--- config.mk ---
export PLATFORM = sky130hd
export DESIGN_NAME = cyl_result_serializer
export DESIGN_NICKNAME = d
export VERILOG_FILES = /design/src/rtl/cyl_result_serializer.sv
export SDC_FILE = /design/constraint.sdc
export NUM_CORES = 1
export LEC_CHECK = 0
export ABC_AREA = 1
export CAP_MARGIN = 5
export CORE_ASPECT_RATIO = 0.75
export CORE_MARGIN = 3
export CORE_UTILIZATION = 50
export DETAILED_ROUTE_END_ITERATION = 7
export PLACE_DENSITY = 0.8
export SLEW_MARGIN = 20
export SYNTH_ARGS = -nofsm -noshare
export SYNTH_HDL_FRONTEND = slang
export SYNTH_SLANG_ARGS = --single-unit
--- constraint.sdc ---
create_clock -name clk -period 1.45 [get_ports clk]
set_input_delay 0.29 -clock clk [delete_from_list [all_inputs] [get_ports clk]]
set_output_delay 0.29 -clock clk [all_outputs]
set_load 0.005 [all_outputs]
--- src/rtl/cyl_result_serializer.sv ---
// cyl_result_serializer: sends each {r,theta},z result as two 8N1 bytes on tx, with a one-entry holding register
module cyl_result_serializer #(
  parameter int CLKS_PER_BIT = 4
) (
  input  logic       clk,
  input  logic       rst_n,
  input  logic       ena,
  input  logic       in_valid,
  output logic       in_ready,
  input  logic [3:0] r,
  input  logic [3:0] theta,
  input  logic [7:0] z,
  output logic       tx,
  output logic       busy,
  output logic       frame_done
);
  localparam int BW = $clog2(CLKS_PER_BIT);
  localparam logic [BW-1:0] LAST = BW'(CLKS_PER_BIT - 1);
  typedef enum logic [1:0] {IDLE, START, DATA, STOP} state_t;
  state_t state, state_n;
  logic hold_full, hold_full_n, byte_idx, byte_idx_n, tx_n, done_n, bit_end, load;
  logic [15:0] hold, hold_n;
  logic [7:0] shift, shift_n, byte1, byte1_n;
  logic [2:0] bit_cnt, bit_cnt_n;
  logic [BW-1:0] baud, baud_n;
  assign in_ready = ~hold_full;
  assign busy = state != IDLE;
  assign bit_end = baud == LAST;
  // a pending result loads from IDLE or straight after the last stop bit, giving gapless frames
  assign load = ena && hold_full && (state == IDLE || (state == STOP && bit_end && byte_idx));
  always_comb begin
    state_n = state;
    hold_full_n = hold_full;
    hold_n = hold;
    shift_n = shift;
    byte1_n = byte1;
    byte_idx_n = byte_idx;
    bit_cnt_n = bit_cnt;
    baud_n = baud;
    tx_n = tx;
    done_n = 1'b0;
    if (ena) begin
      if (in_valid && !hold_full) begin
        hold_full_n = 1'b1;
        hold_n = {r, theta, z};
      end
      if (state != IDLE) baud_n = bit_end ? '0 : baud + 1'b1;
      case (state)
        START: if (bit_end) begin
          state_n = DATA;
          bit_cnt_n = '0;
          tx_n = shift[0];
        end
        DATA: if (bit_end) begin
          if (bit_cnt == 3'd7) begin
            state_n = STOP;
            tx_n = 1'b1;
          end else begin
            shift_n = shift >> 1;
            tx_n = shift[1];
            bit_cnt_n = bit_cnt + 3'd1;
          end
        end
        STOP: if (bit_end) begin
          if (!byte_idx) begin
            state_n = START;
            shift_n = byte1;
            byte_idx_n = 1'b1;
            tx_n = 1'b0;
          end else begin
            done_n = 1'b1;
            state_n = IDLE;
          end
        end
        default: state_n = IDLE;
      endcase
      if (load) begin
        shift_n = hold[15:8];
        byte1_n = hold[7:0];
        hold_full_n = 1'b0;
        byte_idx_n = 1'b0;
        state_n = START;
        tx_n = 1'b0;
        baud_n = '0;
      end
    end
  end
  always_ff @(posedge clk or negedge rst_n) begin
    if (!rst_n) begin
      state <= IDLE;
      hold_full <= 1'b0;
      hold <= '0;
      shift <= '0;
      byte1 <= '0;
      byte_idx <= 1'b0;
      bit_cnt <= '0;
      baud <= '0;
      tx <= 1'b1;
      frame_done <= 1'b0;
    end else begin
      state <= state_n;
      hold_full <= hold_full_n;
      hold <= hold_n;
      shift <= shift_n;
      byte1 <= byte1_n;
      byte_idx <= byte_idx_n;
      bit_cnt <= bit_cnt_n;
      baud <= baud_n;
      tx <= tx_n;
      frame_done <= done_n;
    end
  end
endmodule

==> summary.md <==
| Metric | Value |
|---|---|
| Status | finished with violations |
| Failing checks | negative setup slack |
| Vias per Instance | 5.67 |
| Worst Clk Skew | 0.00239 ns |
| Worst hold margin | 0.458 ns |
| CP endpoint kind | register |
| Total power | 6570 uW |
| Count of cell types in the netlist | 21 |
| Clock-pin slew of the registers on the worst-case setup and hold paths | 0.08 ns |
| Initial antenna violation count | 0 |
| Routed WL per cell | 17.2 um |
| Crit-path cells | buf_6 -> ha_4 -> buf_6 -> inv_4 -> buf_4 -> nand3_1 -> nand2_1 -> nand2_1 -> inv_1 -> nand3_1 -> nand2_1 |
| First-pass GRT wire length | 9360 um |
| Leakage | 0.00163 uW |
| Largest stage delay on the critical path | 0.42 ns |
| Max-slew violation count | 0 |
| Power Dens Cells | 2070 nW/um2 |
| CTS sink count | 43 |
| Setup TNS Final | -2.03 ns |
| Crit Path Class | reg2reg |
| P&R area growth vs syn | 47.9% |
| WP data required | 1.70 ns |
| Final Cell Area | 3180 um2 |
| Crit path DAT | 1.89 ns |
| Final Hold Fails | 0 |
| Die Wd | 81.7 um |
| Critical Path Most Common Cell | nand2_1 |
| Period utilization | 1.13 |
| Die area | 5130 um2 |
| Die height | 62.8 um |
| Peak Freq | 612 MHz |
| Total GRT Usage | 0.240 |
| Largest net degree at the start of global routing | 20 |
| Sequential-to-total area share from yosys stat | 0.501 |
| Slew headroom | 0.694 |
| Core Area | 3900 um2 |
| Port bufs | 23 |
| Crit path time final | 1.63 ns |
| Via Count | 2091 |
| Max-cap violations | 0 |
| Cell-internal power | 3900 uW |
| Switching share of total power | 0.407 |
| RSZ-0062 raised after global routing | true |
| Hold Crit Class | in2async |
| Fill count | 211 |
| Net Count, Synth | 279 |
| Slowest-stage cell, CP | dfrtp_1 |
| Drt drc | 0 |
| CTS Buffer Depth | 2 |
| Root Driver | clkbuf_8 |
| CTS H-tree lvls | 2 |
| Row Count | 19 |
| ANT nets after route | 0 |
| Gr ovfl total | 0 |
| DR iter-0 viols | 181 |
| CTS tree | done |
| Syn Area/Cell | 8.53 um2 |
| Ports | 24 |
| Vias in the first global route | 2003 |
| Share of cells above drive strength 1 | 0.363 |
| DP Area | 2630 um2 |
| Worst Tran Pin Value | 0.458 ns |
| Dpl hpwl | 3280 um |
| Post-Syn Area | 2150 um2 |
| Peak VDD IR | 1.34 mV |
| Gate power share | 0.537 |
| Final worst slack | -0.183 ns |
| Finish-stage setup viols | 19 |
| Number of nets in the layout | 343 |
| Finished Core Util | 0.815 |
| DRT Pass-1 Iters | 6 |
| Mapped Cells | 252 |
| Synth Register Bits | 43 |
| Critical Path Fanout Max | 4 |
| Sequential power share | 0.318 |
| Startpoint types | register |
| GP Congestion | 0.830 |
| Clock power frac | 0.145 |
| Switching pwr | 2670 uW |
| Syn. warnings | 0 |
| Initial Util | 0.551 |
| Clock Latency Late Sink | 0.31 ns |
| Num CTS Buffers | 5 |
| DRT Wirelength | 6350 um |
| Ant diodes | 0 |
per-stage QoR:
step / worst slack [ns] / instances
2_1_floorplan: 0.0349 / 252
3_3_place_gp: -0.144 / 347
3_5_place_dp: -0.213 / 347
4_1_cts: -0.0737 / 369
5_1_grt: -0.240 / 369
6_report: -0.183 / 369
critical path, delay by kind of cell, from the launching register on:
family / cells / cell delay [ns]
buf+inv: 5 / 0.52
simple gates: 5 / 0.45
flops: 1 / 0.42
fa+ha+maj: 1 / 0.17
worst paths after layout:
check,slack [ns],cells after the start,end,startpoint
setup / recovery,-0.18,11,tx$_DFFE_PN1P_,state[1]$_DFFE_PN0P_
hold / removal,0.46,2,hold[2]$_DFFE_PN0P_,rst_n
setup reg to reg,-0.18,11,tx$_DFFE_PN1P_,state[1]$_DFFE_PN0P_
hold reg to reg,0.46,2,tx$_DFFE_PN1P_,tx$_DFFE_PN1P_
max in group asynchronous,0.50,3,byte1[4]$_DFFE_PN0P_,rst_n
min in group clk,0.46,2,tx$_DFFE_PN1P_,tx$_DFFE_PN1P_
kinds of logic after synthesis:
group,after synthesis,synth area share
and+or+nand+nor,136,0.282
DFF,43,0.501
AOI/OAI and AO/OA,27,0.0658
muxes,8,0.0419
buffers and inverters,31,0.0681
adders and majority gates,7,0.0408
Yosys cell counts, drive strengths merged:
cell type | number | area share
nand2 | 96 | 0.18
nand4 | 1 | 0.0099
a31oi | 2 | 0.0058
ha | 7 | 0.041
or2 | 1 | 0.0029
inv | 22 | 0.038
buf | 8 | 0.027
dfstp | 1 | 0.012
nand3 | 26 | 0.066
o21ai | 14 | 0.033
a21oi | 11 | 0.027
mux2 | 8 | 0.042
dfrtp | 42 | 0.49
nor2 | 12 | 0.021
clkinv | 1 | 0.0023
cell usage in the layout, fill, tap and decap left out, drive strengths merged, types with 3 or more instances in the layout:
cell | Yosys | final
clkbuf | 0 | 6
buf | 8 | 41
ha | 7 | 7
clkinv | 1 | 3
inv | 22 | 22
a21oi | 11 | 11
dfrtp | 42 | 42
o21ai | 14 | 14
nor2 | 12 | 12
nand3 | 26 | 26
clkdlybuf4s50 | 0 | 18
mux2 | 8 | 8
nand2 | 96 | 96
final cells by class:
class | count | area (um2) | area share
Inverter | 23 | 95.1 | 0.0299
Multi-Input combinational cell | 179 | 1160 | 0.367
Clock buffer | 5 | 68.8 | 0.0217
Tap cell | 52 | 65.1 | 0.0205
Timing Repair Buffer | 64 | 663 | 0.209
Sequential cell | 43 | 1080 | 0.339
Clock inverter | 3 | 43.8 | 0.0138
power by group through the flow:
stage          clock, uW  combinational (uW)  sequential, uW
6_report             953                3530            2090
5_1_grt             1000                3830            2140
4_1_cts              941                2940            2040
3_5_place_dp           0                2290            2040
3_3_place_gp           0                2210            2020
2_1_floorplan          0                1460            1980
registers in the layout, summed over array words and instances, names as in the netlist:
register	count
byte1	8
hold	16
shift	8
state	2
byte_idx	1
baud	2
tx	1
hold_full	1
bit_cnt	3
frame_done	1
repair_timing:
item / CTS / global route
setup endpoints to repair: 24 / 24
hold buffers: 1 / 0
pin swaps: 10 / 11
hold endpoints to repair: 15 / 0
gates resized for setup: 43 / 44
cloned: 4 / 0
setup buffers: 11 / 1
routing by layer:
layer | track usage | wire length [um]
met5 | 0 | 0
met4 | 0.0871 | 284
met3 | 0.0548 | 481
met2 | 0.363 | 2940
met1 | 0.336 | 2640
(Power assumes the default switching activity.)
